### src/rtl/hazard_stall_ctrl.sv
// Front-end pipeline hazard controller: load-use stalls, taken-branch flushes,
// multi-cycle long-op stalls and a saturating stall-cycle statistics counter.
module hazard_stall_ctrl #(
    parameter int BRANCH_FLUSH = 1,
    parameter int CNT_W        = 4,
    parameter int STAT_W       = 16
) (
    input  logic              Clk,
    input  logic              Reset,
    input  logic [4:0]        IFID_Rs,
    input  logic [4:0]        IFID_Rt,
    input  logic              IFID_UsesRt,
    input  logic              IDEX_MemRead,
    input  logic [4:0]        IDEX_Rt,
    input  logic              BranchTaken,
    input  logic              LongOpStart,
    input  logic [CNT_W-1:0]  LongOpCycles,
    input  logic              ClearStats,
    output logic              PCWrite,
    output logic              IFIDWrite,
    output logic              IFIDFlush,
    output logic              IDEXBubble,
    output logic [1:0]        State,
    output logic [STAT_W-1:0] StallCount
);

    typedef enum logic [1:0] {
        ST_RUN   = 2'd0,
        ST_LONG  = 2'd1,
        ST_FLUSH = 2'd2
    } state_t;

    localparam logic [1:0]        FLUSH_LOAD = 2'(BRANCH_FLUSH - 1);
    localparam logic [CNT_W-1:0]  CNT_ZERO   = {CNT_W{1'b0}};
    localparam logic [CNT_W-1:0]  CNT_ONE    = {{(CNT_W-1){1'b0}}, 1'b1};
    localparam logic [STAT_W-1:0] STAT_ZERO  = {STAT_W{1'b0}};
    localparam logic [STAT_W-1:0] STAT_ONE   = {{(STAT_W-1){1'b0}}, 1'b1};
    localparam logic [STAT_W-1:0] STAT_MAX   = {STAT_W{1'b1}};

    state_t             state_r;
    state_t             state_nx_s;
    logic [CNT_W-1:0]   long_cnt_r;
    logic [CNT_W-1:0]   long_cnt_nx_s;
    logic [1:0]         flush_rem_r;
    logic [1:0]         flush_rem_nx_s;
    logic [STAT_W-1:0]  stall_cnt_r;

    logic               load_use_s;
    logic               long_req_s;
    logic               pc_write_s;
    logic               ifid_write_s;
    logic               ifid_flush_s;
    logic               idex_bubble_s;

    // Hazard detection on the current ID/EX operands
    always_comb begin
        load_use_s = IDEX_MemRead & (IDEX_Rt != 5'd0) &
                     ((IDEX_Rt == IFID_Rs) | (IFID_UsesRt & (IDEX_Rt == IFID_Rt)));
        long_req_s = LongOpStart & (LongOpCycles != CNT_ZERO);
    end

    // Next-state and raw pipeline control decode
    always_comb begin
        pc_write_s     = 1'b1;
        ifid_write_s   = 1'b1;
        ifid_flush_s   = 1'b0;
        idex_bubble_s  = 1'b0;
        state_nx_s     = state_r;
        long_cnt_nx_s  = long_cnt_r;
        flush_rem_nx_s = flush_rem_r;

        case (state_r)
            ST_RUN: begin
                // A load-use stall masks the branch: ID re-resolves it next cycle.
                if (load_use_s) begin
                    pc_write_s     = 1'b0;
                    ifid_write_s   = 1'b0;
                    idex_bubble_s  = 1'b1;
                    flush_rem_nx_s = 2'd0;
                end else if (BranchTaken) begin
                    ifid_flush_s   = 1'b1;
                    flush_rem_nx_s = FLUSH_LOAD;
                end else begin
                    flush_rem_nx_s = 2'd0;
                end

                if (long_req_s) begin
                    state_nx_s    = ST_LONG;
                    long_cnt_nx_s = LongOpCycles;
                end else if (flush_rem_nx_s != 2'd0) begin
                    state_nx_s    = ST_FLUSH;
                end else begin
                    state_nx_s    = ST_RUN;
                end
            end

            ST_LONG: begin
                pc_write_s    = 1'b0;
                ifid_write_s  = 1'b0;
                idex_bubble_s = 1'b1;
                if (long_cnt_r == CNT_ZERO) begin
                    long_cnt_nx_s = CNT_ZERO;
                end else begin
                    long_cnt_nx_s = long_cnt_r - CNT_ONE;
                end
                // Pending branch flushes resume once the long op drains.
                if (long_cnt_r <= CNT_ONE) begin
                    if (flush_rem_r != 2'd0) begin
                        state_nx_s = ST_FLUSH;
                    end else begin
                        state_nx_s = ST_RUN;
                    end
                end else begin
                    state_nx_s = ST_LONG;
                end
            end

            ST_FLUSH: begin
                ifid_flush_s  = 1'b1;
                idex_bubble_s = 1'b1;
                if (flush_rem_r == 2'd0) begin
                    flush_rem_nx_s = 2'd0;
                end else begin
                    flush_rem_nx_s = flush_rem_r - 2'd1;
                end
                if (long_req_s) begin
                    state_nx_s    = ST_LONG;
                    long_cnt_nx_s = LongOpCycles;
                end else if (flush_rem_r <= 2'd1) begin
                    state_nx_s    = ST_RUN;
                end else begin
                    state_nx_s    = ST_FLUSH;
                end
            end

            default: begin
                state_nx_s     = ST_RUN;
                long_cnt_nx_s  = CNT_ZERO;
                flush_rem_nx_s = 2'd0;
            end
        endcase
    end

    // Control state registers
    always_ff @(posedge Clk or negedge Reset) begin
        if (!Reset) begin
            state_r     <= ST_RUN;
            long_cnt_r  <= CNT_ZERO;
            flush_rem_r <= 2'd0;
        end else begin
            state_r     <= state_nx_s;
            long_cnt_r  <= long_cnt_nx_s;
            flush_rem_r <= flush_rem_nx_s;
        end
    end

    // Saturating count of cycles in which the PC was held
    always_ff @(posedge Clk or negedge Reset) begin
        if (!Reset) begin
            stall_cnt_r <= STAT_ZERO;
        end else if (ClearStats) begin
            stall_cnt_r <= STAT_ZERO;
        end else if (!pc_write_s && (stall_cnt_r != STAT_MAX)) begin
            stall_cnt_r <= stall_cnt_r + STAT_ONE;
        end else begin
            stall_cnt_r <= stall_cnt_r;
        end
    end

    // Pipeline controls, held in the safe stall/bubble pattern while reset is low
    always_comb begin
        if (!Reset) begin
            PCWrite    = 1'b0;
            IFIDWrite  = 1'b0;
            IFIDFlush  = 1'b0;
            IDEXBubble = 1'b1;
        end else begin
            PCWrite    = pc_write_s;
            IFIDWrite  = ifid_write_s;
            IFIDFlush  = ifid_flush_s;
            IDEXBubble = idex_bubble_s;
        end
    end

    assign State      = state_r;
    assign StallCount = stall_cnt_r;

endmodule

### config.mk
export PLATFORM = sky130hd
export DESIGN_NAME = hazard_stall_ctrl
export DESIGN_NICKNAME = d
export VERILOG_FILES = /design/src/rtl/hazard_stall_ctrl.sv
export SDC_FILE = /design/constraint.sdc
export NUM_CORES = 1
export LEC_CHECK = 0
export BUFFER_PORTS_ARGS = -buffer_cell sky130_fd_sc_hd__buf_2
export CELL_PAD_IN_SITES_DETAIL_PLACEMENT = 1
export CELL_PAD_IN_SITES_GLOBAL_PLACEMENT = 1
export CORE_ASPECT_RATIO = 0.8
export CORE_MARGIN = 2
export CORE_UTILIZATION = 40
export DETAILED_ROUTE_END_ITERATION = 8
export PLACE_DENSITY_LB_ADDON = 0.12
export SLEW_MARGIN = 20
export SYNTH_ARGS = -nofsm -noshare
export SYNTH_HDL_FRONTEND = slang
export SYNTH_SLANG_ARGS = --single-unit
### constraint.sdc
create_clock -name Clk -period 3.4 [get_ports Clk]
set_input_delay 0.68 -clock Clk [delete_from_list [all_inputs] [get_ports Clk]]
set_output_delay 0.68 -clock Clk [all_outputs]
set_load 0.005 [all_outputs]
==> flow_metrics.tcl, run 1 <==
set metrics [dict create \
    crit_fanout 3 \
    critPathMaxStageDelay_ns 0.51 \
    report.final.slew_viol_count 0 \
    cts_setup_buffers 0 \
    cp_data_required_time_ns 2.72 \
    wire_per_inst_microns 15.5 \
    fill_cells 482 \
    crit_cells 6 \
    arrival_ns 2.12 \
    rsz0062_at_grt "no" \
    synth-seq-cells 24 \
    clock_skew_ns 0.00820 \
    drive_gt1_frac 0.270 \
    yosys_most_used_dff "dfrtp_1" \
    synth-compound-area-share 0.183 \
    synth.area.mux_share 0.0229 \
    finalNetCount 254 \
    crit_family "simple AND/OR/NAND/NOR gates" \
    status "finished clean" \
    rows 20 \
    place_congestion 0.806 \
    numCtsBuffers 3 \
    async_reset_ff_frac 1.00 \
    die_width_microns 74.4 \
    cts_resized 0 \
    first_iter_violations 47 \
    fin_crit_sh 0.823 \
    startpoint_type "input pin" \
    initial_utilization 0.417 \
    min_path_type "in -> async" \
    yosys.cell_types.count 44 \
    fmax_mhz 357 \
    critPathMostFrequentCell "buf_2" \
    synth_top_family_by_area "simple AND/OR/NAND/NOR gates" \
    ir_drop_uv 246 \
    via_per_inst 5.42 \
    path_cells "buf_2, or4_1, o21a_1, a31oi_1, and2_1, buf_2" \
    post_synth_xor_area_fraction 0.0608 \
    pin_count 48 \
    grt_overflow_total 0 \
    drt-pass1-iter-count 4 \
    clkLatencyLatePin_ns 0.27 \
    fin_tns_setup_ns 0 \
    cts_buffer_depth 2 \
    mappedNetlistArea_sq_um 1590 \
    drv_cap 0 \
    cts_sinks 24 \
    synthAdderAreaFrac 0.0395 \
    grt_pass1_vias 1536 \
    slew_headroom 0.626 \
    htree_levels 1 \
    crit_path_end_kind "primary output" \
    vias 1502 \
    dieHeight_microns 60.3 \
    p_leak_nw 0.865 \
    drc 0 \
    synth_simple_gate_area_frac 0.274 \
    ant_nets 0 \
    critPathKind "in -> out" \
    synthCells 176 \
    grt_antenna_before_repair 0 \
    ys_warn_count 0 \
    port_buffers 47 \
    antenna_cells 0 \
    hold_slack_ns 0.207 \
    power_density_nw_per_um2 514 \
    critPathBufInv 2 \
    syn_nets 207 \
    area_delta_synth_final_pct 21.2 \
    avgSynthCellArea_sq_um 9.01 \
    tightestPinTransition_ns 0.554 \
    holdBufCountCts 0 \
    grt_max_degree 24 \
    r2r.worst_path.cells 8 \
    finalSetupViolCount 0 \
    cts_tree "built" \
    grt_pass1_wl_microns 7090 \
    slowest_stage "or4_1" \
    synth_edf_count 0 \
    die-area_sq_um 4490 \
    core_region_area_sq_um 3800 \
    dp.final_hpwl_microns 3260 \
    clkSlewWorstSetupHoldPaths_ns 0.08 \
    root_buffer "clkbuf_8" \
    wl_microns 4300 \
    fin_crit_ns 2.80 \
    hold_viol_final 0 \
    ys_seq_area_frac 0.379 \
    grt_use_total 0.207 \
]
-- kinds of logic after synthesis --
kind of cell	Yosys count
and+or+nand+nor	76
muxes	3
xor gates and xnor gates	11
buffers and inverters	10
AOI/OAI and AO/OA	47
DFF	24
adders and majority gates	5
-- registers in the layout (all words and copies together) (netlist names) --
register and count:
flush_rem_r 2, long_cnt_r 4, State 2, StallCount 16
-- power breakdown --
part           internal [mW]  switching (mW)
combinational          0.149           0.205
sequential             0.322          0.0584
clock                  0.157          0.0961
total                  0.628           0.360
-- final timing paths --
kind                                start              to  slack [ns]
max in group asynchronous           Reset   StallCount[5]        2.69
setup reg to reg                 State[1]  StallCount[15]        1.03
min in group Clk           flush_rem_r[1]  flush_rem_r[0]        0.55
hold reg to reg            flush_rem_r[1]  flush_rem_r[0]        0.55
setup / recovery               IDEX_Rt[1]       IFIDWrite        0.60
hold / removal                      Reset        State[1]        0.21
-- cells in the mapped netlist (2+ instances only) --
master | number | area, sq um
a21oi_1 | 15 | 75.1
a22oi_1 | 2 | 15.0
a31oi_1 | 3 | 18.8
and2_1 | 3 | 18.8
and3_1 | 2 | 12.5
clkbuf_1 | 3 | 11.3
dfrtp_1 | 24 | 601
ha_1 | 5 | 62.6
inv_1 | 3 | 11.3
nand2_1 | 16 | 60.1
nand2b_1 | 2 | 12.5
nand3_1 | 10 | 50.1
nand4_1 | 4 | 25.0
nor2_1 | 9 | 33.8
nor2b_1 | 6 | 37.5
nor3_1 | 2 | 10.0
nor3b_1 | 2 | 15.0
o21ai_0 | 6 | 30.0
o21ai_1 | 9 | 45.0
o31ai_1 | 6 | 45.0
or3_1 | 9 | 56.3
or4_1 | 4 | 30.0
xnor2_1 | 10 | 87.6
-- metrics by stage --
| step | setup WS (ns) | cell area, sq um | total power, mW | instances | util |
|---|---|---|---|---|---|
| floorplan | 0.834 | 1590 | 0.652 | 176 | - |
| global placement | 0.651 | 1850 | 0.717 | 273 | 0.487 |
| detailed placement | 0.606 | 1850 | 0.740 | 273 | 0.487 |
| CTS | 0.590 | 1920 | 1.00 | 277 | 0.505 |
| global route | 0.517 | 1920 | 1.06 | 277 | 0.505 |
| finish | 0.602 | 1920 | 0.988 | 277 | 0.505 |
-- cell type report --
type	instances	area [sq um]	area share
Multi-Input combinational cell	142	920	0.479
Sequential cell	24	601	0.313
Timing Repair Buffer	49	250	0.130
Tap cell	55	68.8	0.0358
Clock buffer	3	41.3	0.0215
Clock inverter	1	30.0	0.0156
Inverter	3	11.3	0.00586
-- worst reg2reg max path: stages, from the launching register on --
cell and delay, ns:
dfrtp_1 0.42, inv_1 0.09, ha_1 0.32, nor2b_1 0.21, nor2b_1 0.23, a31oi_4 0.11, buf_4 0.25, or4_1 0.52
a21oi_1 0.15
-- routing by layer --
metal,part of all wire,track usage
met5,0,0
met4,0.0053,0.0383
met3,0.053,0.0405
met2,0.48,0.375
met1,0.46,0.259
-- cells in the final DEF, fill, tap and decap left out, drive strengths merged, types with 2 or more instances in the layout --
cell type  synthesis  routed
a21oi             15      15
dfrtp             24      24
a31oi              4       4
or3                9       9
nand2b             2       2
buf                4      49
nor2b              7       7
nor3b              2       2
nor4               2       2
nor2               9       9
and3               2       2
o31ai              6       6
xnor2             10      10
nor3               3       3
and2               3       3
a22oi              2       2
mux2               2       2
ha                 5       5
clkbuf             3       3
nand4              4       4
nand2             16      16
nand3             10      10
inv                3       3
or2                2       2
or4                4       4
o21ai             15      15
(Power assumes the default switching activity.)
==> inputs of run 2 (changes only) <==
--- a/config.mk
+++ b/config.mk
@@ -5,12 +5,13 @@
 export SDC_FILE = /design/constraint.sdc
 export NUM_CORES = 1
 export LEC_CHECK = 0
+export ABC_AREA = 1
 export BUFFER_PORTS_ARGS = -buffer_cell sky130_fd_sc_hd__buf_2
 export CELL_PAD_IN_SITES_DETAIL_PLACEMENT = 1
 export CELL_PAD_IN_SITES_GLOBAL_PLACEMENT = 1
 export CORE_ASPECT_RATIO = 0.8
 export CORE_MARGIN = 2
-export CORE_UTILIZATION = 40
+export CORE_UTILIZATION = 37
 export DETAILED_ROUTE_END_ITERATION = 8
 export PLACE_DENSITY_LB_ADDON = 0.12
 export SLEW_MARGIN = 20
==> constraint.sdc (replaced) <==
create_clock -name Clk -period 2.8 [get_ports Clk]
set_input_delay 0.56 -clock Clk [delete_from_list [all_inputs] [get_ports Clk]]
set_output_delay 0.56 -clock Clk [all_outputs]
set_load 0.005 [all_outputs]
==> flow_metrics.tcl, run 2 <==
set metrics [dict create \
    status "finished clean" \
    clock_power_share 0.260 \
    synth_top_area_share 0.324 \
    ys_seq_area_frac 0.324 \
    fmax_mhz 413 \
    synth.area.mux_share 0 \
    synth_top_family_by_area "simple AND/OR/NAND/NOR gates" \
    antenna_cells 0 \
    synth-compound-area-share 0.0622 \
    wl_microns 4950 \
    pin_count 48 \
    vias 1899 \
    ant_nets 0 \
    p_leak_nw 1.29 \
    dp.final_hpwl_microns 3860 \
    arrival_ns 1.86 \
    yosys.cell_types.count 30 \
    cts_buffer_depth 2 \
    grt_overflow_total 0 \
    r2r.worst_path.cells 9 \
    crit_fanout 18 \
    startpoint_type "register" \
    p_comb_frac 0.378 \
    fin_crit_sh 0.864 \
    initial_utilization 0.393 \
    fill_cells 665 \
    numCtsBuffers 3 \
    place_congestion 0.820 \
    clkLatencyLatePin_ns 0.27 \
    syn_nets 308 \
    seqPwrFrac 0.363 \
    grt_antenna_before_repair 0 \
    critPathMostFrequentCell "inv_1" \
    crit_path_end_kind "primary output" \
    cts_setup_buffers 0 \
    worst_r2r_endpoint "StallCount[8]" \
    min_path_type "in -> async" \
    synth-seq-cells 24 \
    synthTopCellsByCount "nand2_1 (77), inv_1 (42), nand3_1 (27)" \
    fin_tns_setup_ns 0 \
    cts_sinks 24 \
    cts_resized 0 \
    first_iter_violations 89 \
    ys_warn_count 0 \
    drive_gt1_frac 0.220 \
    ir_drop_uv 359 \
    clkSlewWorstSetupHoldPaths_ns 0.09 \
    grt_pass1_vias 1822 \
    synth_simple_gate_area_frac 0.404 \
    yosys_most_used_dff "dfrtp_1" \
    fin_crit_ns 2.42 \
    grt_max_degree 33 \
    port_buffers 47 \
    synth_edf_count 0 \
    register_area_sq_um 601 \
    mappedNetlistArea_sq_um 1850 \
    synthCells 277 \
    grt_pass1_wl_microns 8790 \
    multi_input_comb_area_sq_um 1020 \
    drt-pass1-iter-count 4 \
    rsz0062_at_grt "no" \
    critPathKind "reg -> out" \
    hold_viol_final 0 \
    rows 22 \
    tightestPinTransition_ns 0.949 \
    yosysTopAreaCell "dfrtp_1" \
    layout_common_cells "nand2_1 (77), buf_2 (47), inv_1 (42)" \
    largest_reg_flops 16 \
    internal_power_mw 0.741 \
    r2r_setup_slack_ns 0.83 \
    cts_tree "built" \
    core_region_area_sq_um 4710 \
    layout_commonest_cell "nand2_1" \
    path_cells "inv_1, ha_1, inv_1, or2_2, nand2_4, nor2_1, buf_2" \
    finalNetCount 354 \
    report.final.slew_viol_count 0 \
    avgSynthCellArea_sq_um 6.69 \
    clock_skew_ns 0.00671 \
    drv_cap 0 \
    r2r_start "StallCount[1]" \
    synth.most_common_cell "nand2_1" \
    dieHeight_microns 67.3 \
    async_reset_ff_frac 1.00 \
    die-area_sq_um 5590 \
    critPathBufInv 3 \
    switching_share 0.383 \
    grt_use_total 0.194 \
    slew_headroom 0.367 \
    p_switching_mw 0.460 \
    cp_data_required_time_ns 2.24 \
    critPathMaxStageDelay_ns 0.42 \
    finalSetupViolCount 0 \
    p_total_mw 1.20 \
    post_synth_xor_area_fraction 0.0520 \
    slowest_stage "dfrtp_1" \
    synth_area_leaders "dfrtp_1 (32%), nand2_1 (16%), inv_1 (8.5%)" \
    root_buffer "clkbuf_8" \
    holdBufCountCts 0 \
    wire_per_inst_microns 13.0 \
    via_per_inst 4.97 \
    synthAdderAreaFrac 0.0338 \
    crit_family "simple AND/OR/NAND/NOR gates" \
    power_density_nw_per_um2 546 \
    drc 0 \
    die_width_microns 83.1 \
    area_delta_synth_final_pct 18.8 \
    htree_levels 1 \
]
## run 2: power groups by stage
stage                     clock network (mW)  registers (mW)  logic (mW)
after floorplan                            0           0.438       0.333
after detailed placement                   0           0.442       0.462
final                                  0.312           0.435       0.454
after global placement                     0           0.443       0.450
after global routing                   0.337           0.448       0.526
after CTS                              0.325           0.436       0.462
## run 2: through the flow
step	instance area (sq um)	instances	hold WS [ns]	utilization	worst slack, ns
after floorplan	1850	277	0.264	-	0.691
after global placement	2130	378	0.539	0.452	0.641
after detailed placement	2130	378	0.549	0.452	0.565
after CTS	2200	382	0.284	0.467	0.343
after global routing	2200	382	0.298	0.467	0.221
final	2200	382	0.280	0.467	0.381
## run 2: worst max-delay path by stage
stage	startpoint	to	slack, ns	depth (start not counted)
floorplan	State[1]	PCWrite	0.69	8
global placement	IDEX_Rt[4]	PCWrite	0.64	11
detailed placement	IDEX_Rt[3]	IFIDWrite	0.57	11
CTS	State[1]	IFIDWrite	0.34	7
global route	State[1]	IFIDWrite	0.22	7
finish	State[1]	IFIDWrite	0.38	7
## run 2: metal layers
layer	global-route usage	routed length [microns]	vias up
met5	0	0	-
met4	0.0369	36	0
met3	0.0281	173	5
met2	0.327	2220	28
met1	0.270	2520	898
li1	-	-	968
## run 2: area by class of cell
| class | count | share of cell area |
|---|---|---|
| Clock buffer | 3 | 0.0188 |
| Multi-Input combinational cell | 196 | 0.465 |
| Tap cell | 60 | 0.0341 |
| Clock inverter | 1 | 0.0137 |
| Timing Repair Buffer | 48 | 0.110 |
| Inverter | 50 | 0.0853 |
| Sequential cell | 24 | 0.273 |
## run 2: cells by family after synthesis
logic type / count (synthesis)
and+or+nand+nor: 159
buffers and inverters: 57
DFF: 24
AOI/OAI and AO/OA: 21
xor gates and xnor gates: 11
adders and majority gates: 5
==> inputs of run 3 (changes only) <==
--- a/config.mk
+++ b/config.mk
@@ -14,6 +14,7 @@
 export CORE_UTILIZATION = 37
 export DETAILED_ROUTE_END_ITERATION = 8
 export PLACE_DENSITY_LB_ADDON = 0.12
+export REMOVE_ABC_BUFFERS = 1
 export SLEW_MARGIN = 20
 export SYNTH_ARGS = -nofsm -noshare
 export SYNTH_HDL_FRONTEND = slang
==> flow_metrics.tcl, run 3 (synthesis results as in run 2) <==
set metrics [dict create \
    status "finished clean" \
    critPathKind "reg -> out" \
    die-area_sq_um 5590 \
    final_area_sq_um 2200 \
    worst_r2r_endpoint "StallCount[7]" \
    tightestPinTransition_ns 1.00 \
    area_delta_synth_final_pct 18.8 \
    initial_utilization 0.393 \
    ant_nets 0 \
    layout_common_cells "nand2_1 (77), buf_2 (47), inv_1 (42)" \
    path_cells "inv_1, ha_1, inv_1, or2_2, nand2_4, nor2_1, buf_2" \
    wl_microns 5070 \
    drv_cap 0 \
    grt_pass1_wl_microns 8820 \
    seqPwrFrac 0.365 \
    drive_gt1_frac 0.220 \
    fmax_mhz 411 \
    r2r.worst_path.cells 9 \
    cts_tree "built" \
    final.setup.worst_slack_ns 0.364 \
    cts_setup_buffers 0 \
    crit_path_end_kind "primary output" \
    p_switching_mw 0.457 \
    antenna_cells 0 \
    dieHeight_microns 67.3 \
    startpoint_type "register" \
    fin_tns_setup_ns 0 \
    dpl_worst_slack_ns 0.601 \
    fin_crit_ns 2.44 \
    grt_max_degree 33 \
    cts_sinks 24 \
    root_buffer "clkbuf_8" \
    vias 1930 \
    critPathMaxStageDelay_ns 0.43 \
    core_region_area_sq_um 4710 \
    drt-pass1-iter-count 4 \
    wire_per_inst_microns 13.3 \
    port_buffers 47 \
    slowest_stage "dfrtp_1" \
    clock_skew_ns 0.00521 \
    place_congestion 0.818 \
    die_width_microns 83.1 \
    clkLatencyLatePin_ns 0.27 \
    fin_crit_sh 0.870 \
    largest_reg_flops 16 \
    cts_buffer_depth 2 \
    internal_power_mw 0.741 \
    crit_family "simple AND/OR/NAND/NOR gates" \
    finalSetupViolCount 0 \
    place_area_sq_um 2130 \
    pin_count 48 \
    drc 0 \
    cp_data_required_time_ns 2.24 \
    cts_resized 0 \
    clock_power_share 0.260 \
    grt_use_total 0.194 \
    dp.final_hpwl_microns 4040 \
    clkSlewWorstSetupHoldPaths_ns 0.09 \
    grt_antenna_before_repair 0 \
    min_path_type "in -> async" \
    switching_share 0.382 \
    ir_drop_uv 286 \
    hold_viol_final 0 \
    slew_headroom 0.333 \
    via_per_inst 5.05 \
    rsz0062_at_grt "no" \
    crit_fanout 18 \
    critPathBufInv 3 \
    r2r_setup_slack_ns 0.81 \
    arrival_ns 1.88 \
    htree_levels 1 \
    critPathMostFrequentCell "inv_1" \
    p_comb_frac 0.375 \
    grt_pass1_vias 1935 \
    power_density_nw_per_um2 545 \
    rows 22 \
    numCtsBuffers 3 \
    layout_commonest_cell "nand2_1" \
    p_leak_nw 1.29 \
    first_iter_violations 65 \
    finalNetCount 354 \
    grt_overflow_total 0 \
    r2r_start "StallCount[0]" \
    report.final.slew_viol_count 0 \
    holdBufCountCts 0 \
]
[run 3: layer usage]
metal	up-vias	routed length (microns)	part of all wire	global-route usage
met4	0	31	0.0061	0.0389
met3	6	209	0.041	0.0379
met1	920	2530	0.50	0.260
met5	-	0	0	0
met2	35	2300	0.45	0.332
li1	969	-	-	-
[run 3: metrics by stage]
step	cells	total power [mW]	utilization	hold slack [ns]
after floorplan	270	0.740	-	0.264
final	382	1.20	0.467	0.159
after global routing	382	1.30	0.467	0.164
after CTS	382	1.22	0.467	0.164
after detailed placement	378	0.904	0.452	0.472
after global placement	378	0.894	0.452	0.471
[run 3: power by group through the flow]
stage | Clock [mW] | Sequential (mW) | Combinational [mW]
after detailed placement | 0 | 0.444 | 0.460
final | 0.311 | 0.437 | 0.450
after global placement | 0 | 0.443 | 0.451
after CTS | 0.321 | 0.437 | 0.462
after global routing | 0.337 | 0.446 | 0.522
after floorplan | 0 | 0.438 | 0.302
[run 3: worst register-to-register path, cell delays in order, from the launching register on]
cell and delay, ns:
dfrtp_1 0.42, ha_1 0.23, nand3_2 0.13, nor2_2 0.13, nand4_1 0.14, nor2_2 0.18
nand3_4 0.22, nand2_4 0.26, nand3_1 0.09, nand2_1 0.12
[run 3: area by class of cell]
class                      instances  area (sq um)
clock buffer                       3          41.3
clock inverter                     1          30.0
fill                             655          2510
inverter                          50           188
multi-input combinational        196          1020
sequential                        24           601
tap                               60          75.1
timing repair buffer              48           243
[run 3: how the worst max path moves through the flow]
stage	endpoint	cells past startpoint	slack (ns)	start
after floorplan	IFIDWrite	6	0.95	State[1]
after global placement	PCWrite	11	0.62	IDEX_Rt[1]
after detailed placement	IFIDWrite	11	0.60	IDEX_Rt[1]
after CTS	IFIDWrite	7	0.33	State[1]
after global routing	IFIDWrite	7	0.19	State[1]
final	IFIDWrite	7	0.36	State[1]
